==> config.mk <==
export PLATFORM = sky130hd
export DESIGN_NAME = ps2_mouse_device_tx
export DESIGN_NICKNAME = d
export VERILOG_FILES = /design/src/rtl/ps2_mouse_device_tx.sv
export SDC_FILE = /design/constraint.sdc
export NUM_CORES = 1
export LEC_CHECK = 0
export CORE_ASPECT_RATIO = 1.25
export CORE_MARGIN = 5
export CORE_UTILIZATION = 35
export CTS_CLUSTER_DIAMETER = 40
export DETAILED_ROUTE_END_ITERATION = 10
export PLACE_DENSITY = 0.53
export RECOVER_POWER = 25
export SLEW_MARGIN = 10
export SYNTH_ARGS = -nofsm -noshare
export SYNTH_HDL_FRONTEND = slang
export SYNTH_SLANG_ARGS = --single-unit
==> constraint.sdc <==
create_clock -name clk -period 3.2 [get_ports clk]
set_input_delay 0.96 -clock clk [delete_from_list [all_inputs] [get_ports clk]]
set_output_delay 0.96 -clock clk [all_outputs]
set_load 0.01 [all_outputs]
==> src/rtl/ps2_mouse_device_tx.sv <==
// PS/2 mouse device-side transmitter: serialises one 3-byte stream packet per handshake on open-drain lines.
// Build option PS2_DEV_RETRY_EN restarts an interrupted packet up to MAX_RETRY times before dropping it.
module ps2_mouse_device_tx #(
    parameter int CLK_HALF     = 4000,
    parameter int DATA_SETUP   = 2000,
    parameter int INHIBIT_WAIT = 5000,
    parameter int BYTE_GAP     = 8000,
    parameter int MAX_RETRY    = 3
) (
    input  logic       clk,
    input  logic       reset,
    input  logic       pkt_valid,
    output logic       pkt_ready,
    input  logic [8:0] dx,
    input  logic [8:0] dy,
    input  logic       xovf,
    input  logic       yovf,
    input  logic [2:0] buttons,
    input  logic       ps2_clk_in,
    input  logic       ps2_data_in,
    output logic       ps2_clk_oe,
    output logic       ps2_data_oe,
    output logic       busy,
    output logic       done,
    output logic       aborted
);
    localparam int M1 = (CLK_HALF > INHIBIT_WAIT) ? CLK_HALF : INHIBIT_WAIT;
    localparam int M2 = (M1 > BYTE_GAP) ? M1 : BYTE_GAP;
    localparam int CW = $clog2(M2 + 1);
    localparam int RW = $clog2(MAX_RETRY + 2);
    localparam logic [CW-1:0] HALF_END = CW'(CLK_HALF - 1);
    localparam logic [CW-1:0] SETUP_AT = CW'(DATA_SETUP);
    localparam logic [CW-1:0] WAIT_END = CW'(INHIBIT_WAIT - 1);
    localparam logic [CW-1:0] GAP_END  = CW'(BYTE_GAP - 1);

`ifdef PS2_DEV_RETRY_EN
    localparam bit RETRY_EN = 1'b1;
`else
    localparam bit RETRY_EN = 1'b0;
`endif

    typedef enum logic [2:0] {IDLE, WAIT_BUS, BIT_HI, BIT_LO, GAP, DONE} state_t;
    state_t state, state_nx;

    logic [1:0]    clk_sync, data_sync;
    logic          clk_s, data_s;
    logic [CW-1:0] cnt;
    logic [3:0]    bit_idx;
    logic [1:0]    byte_idx;
    logic [7:0]    byte0, byte1, byte2, cur_byte;
    logic [RW-1:0] retry_cnt;
    logic          data_oe_r, frame_bit;
    logic          handshake, hi_end, lo_end, byte_end, host_inhibit, retry_go;

    // A report is taken on the clock edge where pkt_valid and pkt_ready are both high;
    // pkt_ready is high only while IDLE, so pkt_valid held during a packet is ignored.
    assign handshake    = pkt_valid & pkt_ready;
    assign clk_s        = clk_sync[1];
    assign data_s       = data_sync[1];
    assign hi_end       = (cnt == HALF_END);
    assign lo_end       = (cnt == HALF_END);
    assign byte_end     = lo_end && (bit_idx == 4'd10);
    assign host_inhibit = (state == BIT_HI) && hi_end && !clk_s;
    assign retry_go     = RETRY_EN && (retry_cnt < RW'(MAX_RETRY));

    always_ff @(posedge clk) begin
        if (reset) begin
            clk_sync  <= 2'b11;
            data_sync <= 2'b11;
        end else begin
            clk_sync  <= {clk_sync[0], ps2_clk_in};
            data_sync <= {data_sync[0], ps2_data_in};
        end
    end

    always_comb begin
        case (byte_idx)
            2'd0:    cur_byte = byte0;
            2'd1:    cur_byte = byte1;
            default: cur_byte = byte2;
        endcase
        case (bit_idx)
            4'd0:    frame_bit = 1'b0;
            4'd9:    frame_bit = ~^cur_byte;
            4'd10:   frame_bit = 1'b1;
            default: frame_bit = cur_byte[3'(bit_idx - 4'd1)];
        endcase
    end

    always_ff @(posedge clk) begin
        if (reset) state <= IDLE;
        else       state <= state_nx;
    end

    always_comb begin
        state_nx = state;
        case (state)
            IDLE:     if (handshake) state_nx = WAIT_BUS;
            WAIT_BUS: if (clk_s && data_s && cnt == WAIT_END) state_nx = BIT_HI;
            BIT_HI: begin
                if (hi_end) begin
                    if (!clk_s) state_nx = retry_go ? WAIT_BUS : IDLE;
                    else        state_nx = BIT_LO;
                end
            end
            BIT_LO: begin
                if (byte_end)    state_nx = (byte_idx == 2'd2) ? DONE : GAP;
                else if (lo_end) state_nx = BIT_HI;
            end
            GAP:      if (cnt == GAP_END) state_nx = WAIT_BUS;
            DONE:     state_nx = IDLE;
            default:  state_nx = IDLE;
        endcase
    end

    always_ff @(posedge clk) begin
        if (reset) begin
            cnt       <= '0;
            bit_idx   <= '0;
            byte_idx  <= '0;
            byte0     <= '0;
            byte1     <= '0;
            byte2     <= '0;
            retry_cnt <= '0;
            data_oe_r <= 1'b0;
        end else begin
            if (handshake) begin
                byte0     <= {yovf, xovf, dy[8], dx[8], 1'b1, buttons[1], buttons[2], buttons[0]};
                byte1     <= dx[7:0];
                byte2     <= dy[7:0];
                retry_cnt <= '0;
            end else if (host_inhibit && retry_go) begin
                retry_cnt <= retry_cnt + RW'(1);
            end

            // WAIT_BUS counts only consecutive cycles with both lines released
            if (state_nx != state || state == IDLE)            cnt <= '0;
            else if (state == WAIT_BUS && !(clk_s && data_s))  cnt <= '0;
            else                                               cnt <= cnt + CW'(1);

            if (state == WAIT_BUS)             bit_idx <= '0;
            else if (state == BIT_LO && lo_end) bit_idx <= bit_idx + 4'd1;

            if (handshake || host_inhibit)        byte_idx <= '0;
            else if (state == BIT_LO && byte_end) byte_idx <= byte_idx + 2'd1;

            if (state_nx != BIT_HI && state_nx != BIT_LO)  data_oe_r <= 1'b0;
            else if (state == BIT_HI && cnt == SETUP_AT)   data_oe_r <= ~frame_bit;
        end
    end

    always_comb begin
        pkt_ready   = 1'b0;
        busy        = 1'b0;
        done        = 1'b0;
        aborted     = 1'b0;
        ps2_clk_oe  = 1'b0;
        ps2_data_oe = 1'b0;
        if (!reset) begin
            pkt_ready   = (state == IDLE);
            busy        = (state != IDLE);
            done        = (state == DONE);
            aborted     = host_inhibit && !retry_go;
            ps2_clk_oe  = (state == BIT_LO);
            ps2_data_oe = data_oe_r;
        end
    end
endmodule
Word-level counts from Yosys, hierarchy flattened
Cells that the tools add are included.
{ "totals": {"reg_bits": 51, "latchBits": 0, "ramBits": 0, "rom_bits": 0, "in_bits": 28, "out_inout_bits": 6, "wordCells": 75, "mem_count": 0} }
{ "classes": {"n_addsub": 4, "n_mul": 0, "div": 0, "magnitude_cmp": 1, "eq_ne": 16, "n_shift": 0, "muxes": 19, "bitwise": 2, "reduce_logical": 23} }
{ "ops": {"columns": ["op", "n"], "rows": [
  ["== test 13 bit (second input constant)", 2],
  ["two-way mux 3 bit", 6],
  ["one-hot mux 8 bit (2 select lines)", 1],
  ["one-hot mux 3 bit (5 select lines)", 1],
  ["adder 13 x 1 -> 13 bit (second input constant)", 1],
  ["== test 13 x 11 -> 1 bit (second input constant)", 1],
  ["== test 13 x 12 -> 1 bit (second input constant)", 1],
  ["logical AND 1 bit", 10],
  ["== test 4 bit (second input constant)", 2],
  ["two-way mux 1 bit", 8],
  ["XNOR reduction 8 bit", 1],
  ["== test 3 x 2 -> 1 bit (second input constant)", 2],
  ["== test 3 bit (second input constant)", 2],
  ["inequality test 3 x 2 -> 1 bit (second input constant)", 2],
  ["OR reduction 2 bit", 3],
  ["adder 4 x 1 -> 4 bit (second input constant)", 1],
  ["zero test 4 bit", 1],
  ["less-than comparator 3 x 4 -> 1 bit (second input constant)", 1],
  ["binary-select mux 1 bit (select 3 bit)", 1],
  ["== test 3 x 1 -> 1 bit (second input constant)", 1],
  ["zero test 3 bit", 1],
  ["inequality test 3 bit", 1],
  ["one-hot mux 1 bit (3 select lines)", 1],
  ["nonzero test 3 bit", 1],
  ["other kinds (11)", 13]
]} }

Longest topological paths before layout
{ "depth": {"ltp_word": 8, "ltp_mapped": 9, "depth_no_buf": 8} }

Worst setup path before layout
No wires, ideal clock.
{ "synth_timing": {"path_type": "reg2out", "from": "register cnt[0]", "to": "output aborted", "arrival_time_ns": 1.696, "setup_slack_ns": 0.544, "stages_incl_launch_ff": 6, "path_buffers": 0, "path_cell_list": "dfxtp_1 ha_1 nand4b_4 or3_4 or2_2 nor3_1"} }
{ "synth_between": {"elab_chain_len": 4} }
{ "synth_rtl": {"columns": ["item", "line_no", "rtl"], "rows": [
  ["start, declared", "47", "logic [CW-1:0] cnt;"],
  ["start signal, assigned", "139", "else cnt <= cnt + CW'(1);"],
  ["== test 13 x 12 -> 1 bit", "60", "assign hi_end = (cnt == HALF_END);"],
  ["logical AND 1 bit (2 in a row)", "63", "assign host_inhibit = (state == BIT_HI) && hi_end && !clk_s;"],
  ["two-way mux 1 bit", "159", "if (!reset) begin"],
  ["end, declared", "25", "output logic aborted"]
]} }
No other way between the ends.

Final worst setup path
{ "layout_timing": {"from": "input reset", "to": "output busy"} }
{ "layout_between": {"elab_chain_len": 1} }
{ "layout_rtl": {"columns": ["item", "line_no", "rtl"], "rows": [
  ["start, declared", "11", "input logic reset,"],
  ["two-way mux 1 bit", "159", null],
  ["end, declared", "23", "output logic busy,"]
]} }
No other way between the ends.

==> summary.md <==
| Metric | Value |
|---|---|
| Antenna violations before repair | 0 |
| Levels on crit path | 4 |
| Seq cells post-synth | 51 |
| Area of the core | approximately 7700 µm² |
| Top_reg_cell synth | dfxtp_1 |
| Syn Inst Count | roughly 320 |
| Synth warnings | 0 |
| GRT Total Usage | 13.56% |
| Critical Path Most Common Cell | clkdlybuf4s50_1 |
| Ys async rst share | 0% |
| Critical path startpoint category | primary input |
| Cts bufs inserted | 5 |
| TNS Setup | 0 ns |
| Area fraction of the dominant cell type after synthesis | between 30% and 40% |
| # setup viols final | 0 |
| Max Slew Vio Count | 0 |
| Synthesized area | approximately 2800 µm² |
| Final worst slack | 0.06868 ns |
| Top Ports | 34 |
| CP max FO | 7 |
| MaxCap Viol Count | 0 |
| Root buffer cell | clkbuf_8 |
| Period utilization | between 90% and 100% |
| Worst setup path startpoint | reset |
| Crit-path max cell delay | 0.54 ns |
| # placed instances | 450 |
| Worst hold path type | flop to flop |
| WL per Instance | 13.68 µm |
| WP buf/inv | 3 |
| Worst r2r src | bit_idx[0]$_SDFFE_PP0P_ |
| Final instance area | around 3400 µm² |
| Final wirelength | between 6000 and 7000 µm |
| Worst slew margin relative to its limit | between 20% and 30% |
| WP data required | about 2.2 ns |
| Share of layout cells above drive strength 1 | between 10% and 20% |
| Worst R2R Path Depth | 9 |
| Post-DP HPWL | about 4800 µm |
| Cell accounting for the most synthesized area | dfxtp_1 |
| Nets | 400 |
| EDFF count, synth | 0 |
| CP endpoint | busy |
| Area contributors post-synth | dfxtp_1 (37%), nand2_1 (7.3%), nand3b_1 (6.5%) |
| CTS tree | yes |
| RSZ-0062 raised after global routing | false |
| Worst Tran Pin Value | approximately 1.1 ns |
| Most frequent cells after synthesis | nand2_1 (54), dfxtp_1 (51), nand3b_1 (24) |
| VDD IR-drop max | 0.2103 mV |
| First-pass DRT Iterations | 4 |
| Clk_lat worst skew | a little over 0.3 ns |
| Worst Setup End Kind | output pin |
| Slowest CP cell | clkdlybuf4s50_1 |
| DR DRC count | 0 |
| Initial Utilization | around 36% |
| Post-layout instance count excluding filler cells | 458 |
| Vias in the first global route | between 2000 and 2500 |
| Die Wd | 89.43 µm |
| Most common cell in the netlist | nand2_1 |
| Initial DRC Count | between 80 and 90 |
| DP Area | ~3300 µm² |
| Via count | approximately 2300 |
| Row count | 36 |
| Count of cell types in the netlist | 59 |
| IO buf count | 33 |
| CTS clk-pin slew, worst paths | ~0.1 ns |
| Critical-path cell list | clkdlybuf4s50_1 -> buf_4 -> nor2_1 -> clkdlybuf4s50_1 |
| Dpl ws | -0.1480 ns |
| Flop-to-flop setup slack | about 0.63 ns |
| H-tree levels | 2 |
| Full die area | 9773 µm² |
| Hold WS | between 0.4 and 0.5 ns |
| DR vias/cell | ~5.0 |
| Routability congestion estimate | ~0.8 |
| Final min period | 3.131 ns |
| Crit path kind | primary input to output pin |
| RR Endpoint | cnt[10]$_SDFF_PP0_ |
| CP arrival | between 2 and 2.5 ns |
| DRT antenna net count | 0 |
| Largest net degree at the start of global routing | 25 |
| Static Leak | 1.339 nW |
| Die height | approximately 110 µm |
| Clock Path Buffers | 2 |
| First-pass GRT wire length | around 11000 µm |
| Power per cell area | ~390 nW/µm² |
| Fmax | around 320 MHz |
| Gr ovfl total | 0 |
| Synthesized net count | roughly 360 |
| Crit path max-delay family | buffers and inverters |
| Avg Inst Size Synth | 8.652 µm² |
| Post-CTS Setup Inserts | 0 |
| Diodes inserted | 0 |
| Sink Count | between 50 and 60 |
| Clk_skew | about 0.010 ns |
| Final hold violation count | 0 |
| Area Overhead vs Synth | 22.17% |
| Sequential share of the synthesized area | a little under two fifths |
| Status | completed |
==> worst register-to-register path, stage by stage, from the launching register on <==
cell and delay (ns):
dfxtp_1 0.47, inv_1 0.16, ha_1 0.22, and3b_1 0.21, nor4b_1 0.18, o22a_2 0.24, a2111o_1 0.45, a211o_1 0.34
buf_12 0.16, nor2_2 0.09
==> where the power goes <==
part           total, mW  switching [mW]  internal (mW)
Clock              0.468           0.231          0.237
Combinational      0.160          0.0717         0.0886
Sequential         0.681          0.0181          0.663
Total               1.31           0.321          0.989
==> repair_timing <==
action | in CTS | in global routing
setup endpoints to repair | 5 | 1
gates resized for setup | 7 | 3
hold buffers | 0 | 0
==> cells by family after synthesis <==
| family | count (synthesis) | share of synthesized area, % |
|---|---|---|
| multiplexers | 8 | 2.901 |
| AO/OA/AOI/OAI | 40 | 10.65 |
| AND/OR/NAND/NOR | 162 | 33.36 |
| adder cells (fa/ha/maj) | 10 | 4.533 |
| buffers and inverters | 27 | 4.896 |
| flip-flops | 51 | 36.99 |
| XOR/XNOR | 21 | 6.664 |
==> layout by cell type, fill, tap and decap left out, types with 5 or more instances in the layout <==
cell type,count
nor2_1,21
clkdlybuf4s50_1,28
clkbuf_8,5
dfxtp_1,50
mux2i_1,8
a21oi_1,11
xnor2_1,15
nand3b_1,24
nand3_1,7
clkbuf_1,5
ha_1,9
a22o_1,8
nor2_2,9
or2_2,6
inv_1,10
xor2_1,6
buf_4,14
nand2_1,54
==> per-layer routing <==
layer  global-route usage [%]  part of all wire [%]  up-vias
li1                         -                     -     1182
met2                    23.50                    48       34
met1                    16.89                    48     1046
met3                    2.646                   3.1        6
met5                        0                     0        -
met4                    3.723                   1.2        0
==> stage by stage <==
stage | power (mW) | utilization, %
final | 1.310 | 43.52
after global placement | 0.8599 | 42.26
after CTS | 1.331 | 43.80
after global routing | 1.373 | 43.52
after floorplan | 0.7940 | -
after detailed placement | 0.8616 | 42.26
==> sequential cells by signal, indices dropped and copies added (netlist names) <==
register and flops:
state 3, byte1 8, cnt 13, byte_idx 2, data_sync 2, byte2 8, clk_sync 2, data_oe_r 1
byte0 8, bit_idx 4
==> cell type report <==
cell class / instances / area (µm²)
flip-flops and latches: 51 / 1022
clock inverters: 3 / 47.55
multi-input cells: 241 / 1613
clock buffers: 5 / 68.82
repair buffers: 53 / 464.2
inverters: 10 / 37.54
fillers: 848 / 4375
well taps: 95 / 118.9
==> how the worst min path moves through the flow <==
stage / depth (start not counted) / slack [ns] / startpoint / endpoint
floorplan: 1 / 0.39 / clk_sync[0]$_SDFF_PP1_ / clk_sync[1]$_SDFF_PP1_
global placement: 1 / 0.39 / data_sync[0]$_SDFF_PP1_ / data_sync[1]$_SDFF_PP1_
detailed placement: 1 / 0.40 / data_sync[0]$_SDFF_PP1_ / data_sync[1]$_SDFF_PP1_
CTS: 1 / 0.42 / data_sync[0]$_SDFF_PP1_ / data_sync[1]$_SDFF_PP1_
global route: 1 / 0.44 / data_sync[0]$_SDFF_PP1_ / data_sync[1]$_SDFF_PP1_
finish: 1 / 0.42 / data_sync[0]$_SDFF_PP1_ / data_sync[1]$_SDFF_PP1_
Note: power is estimated with default switching activity, not from simulation.
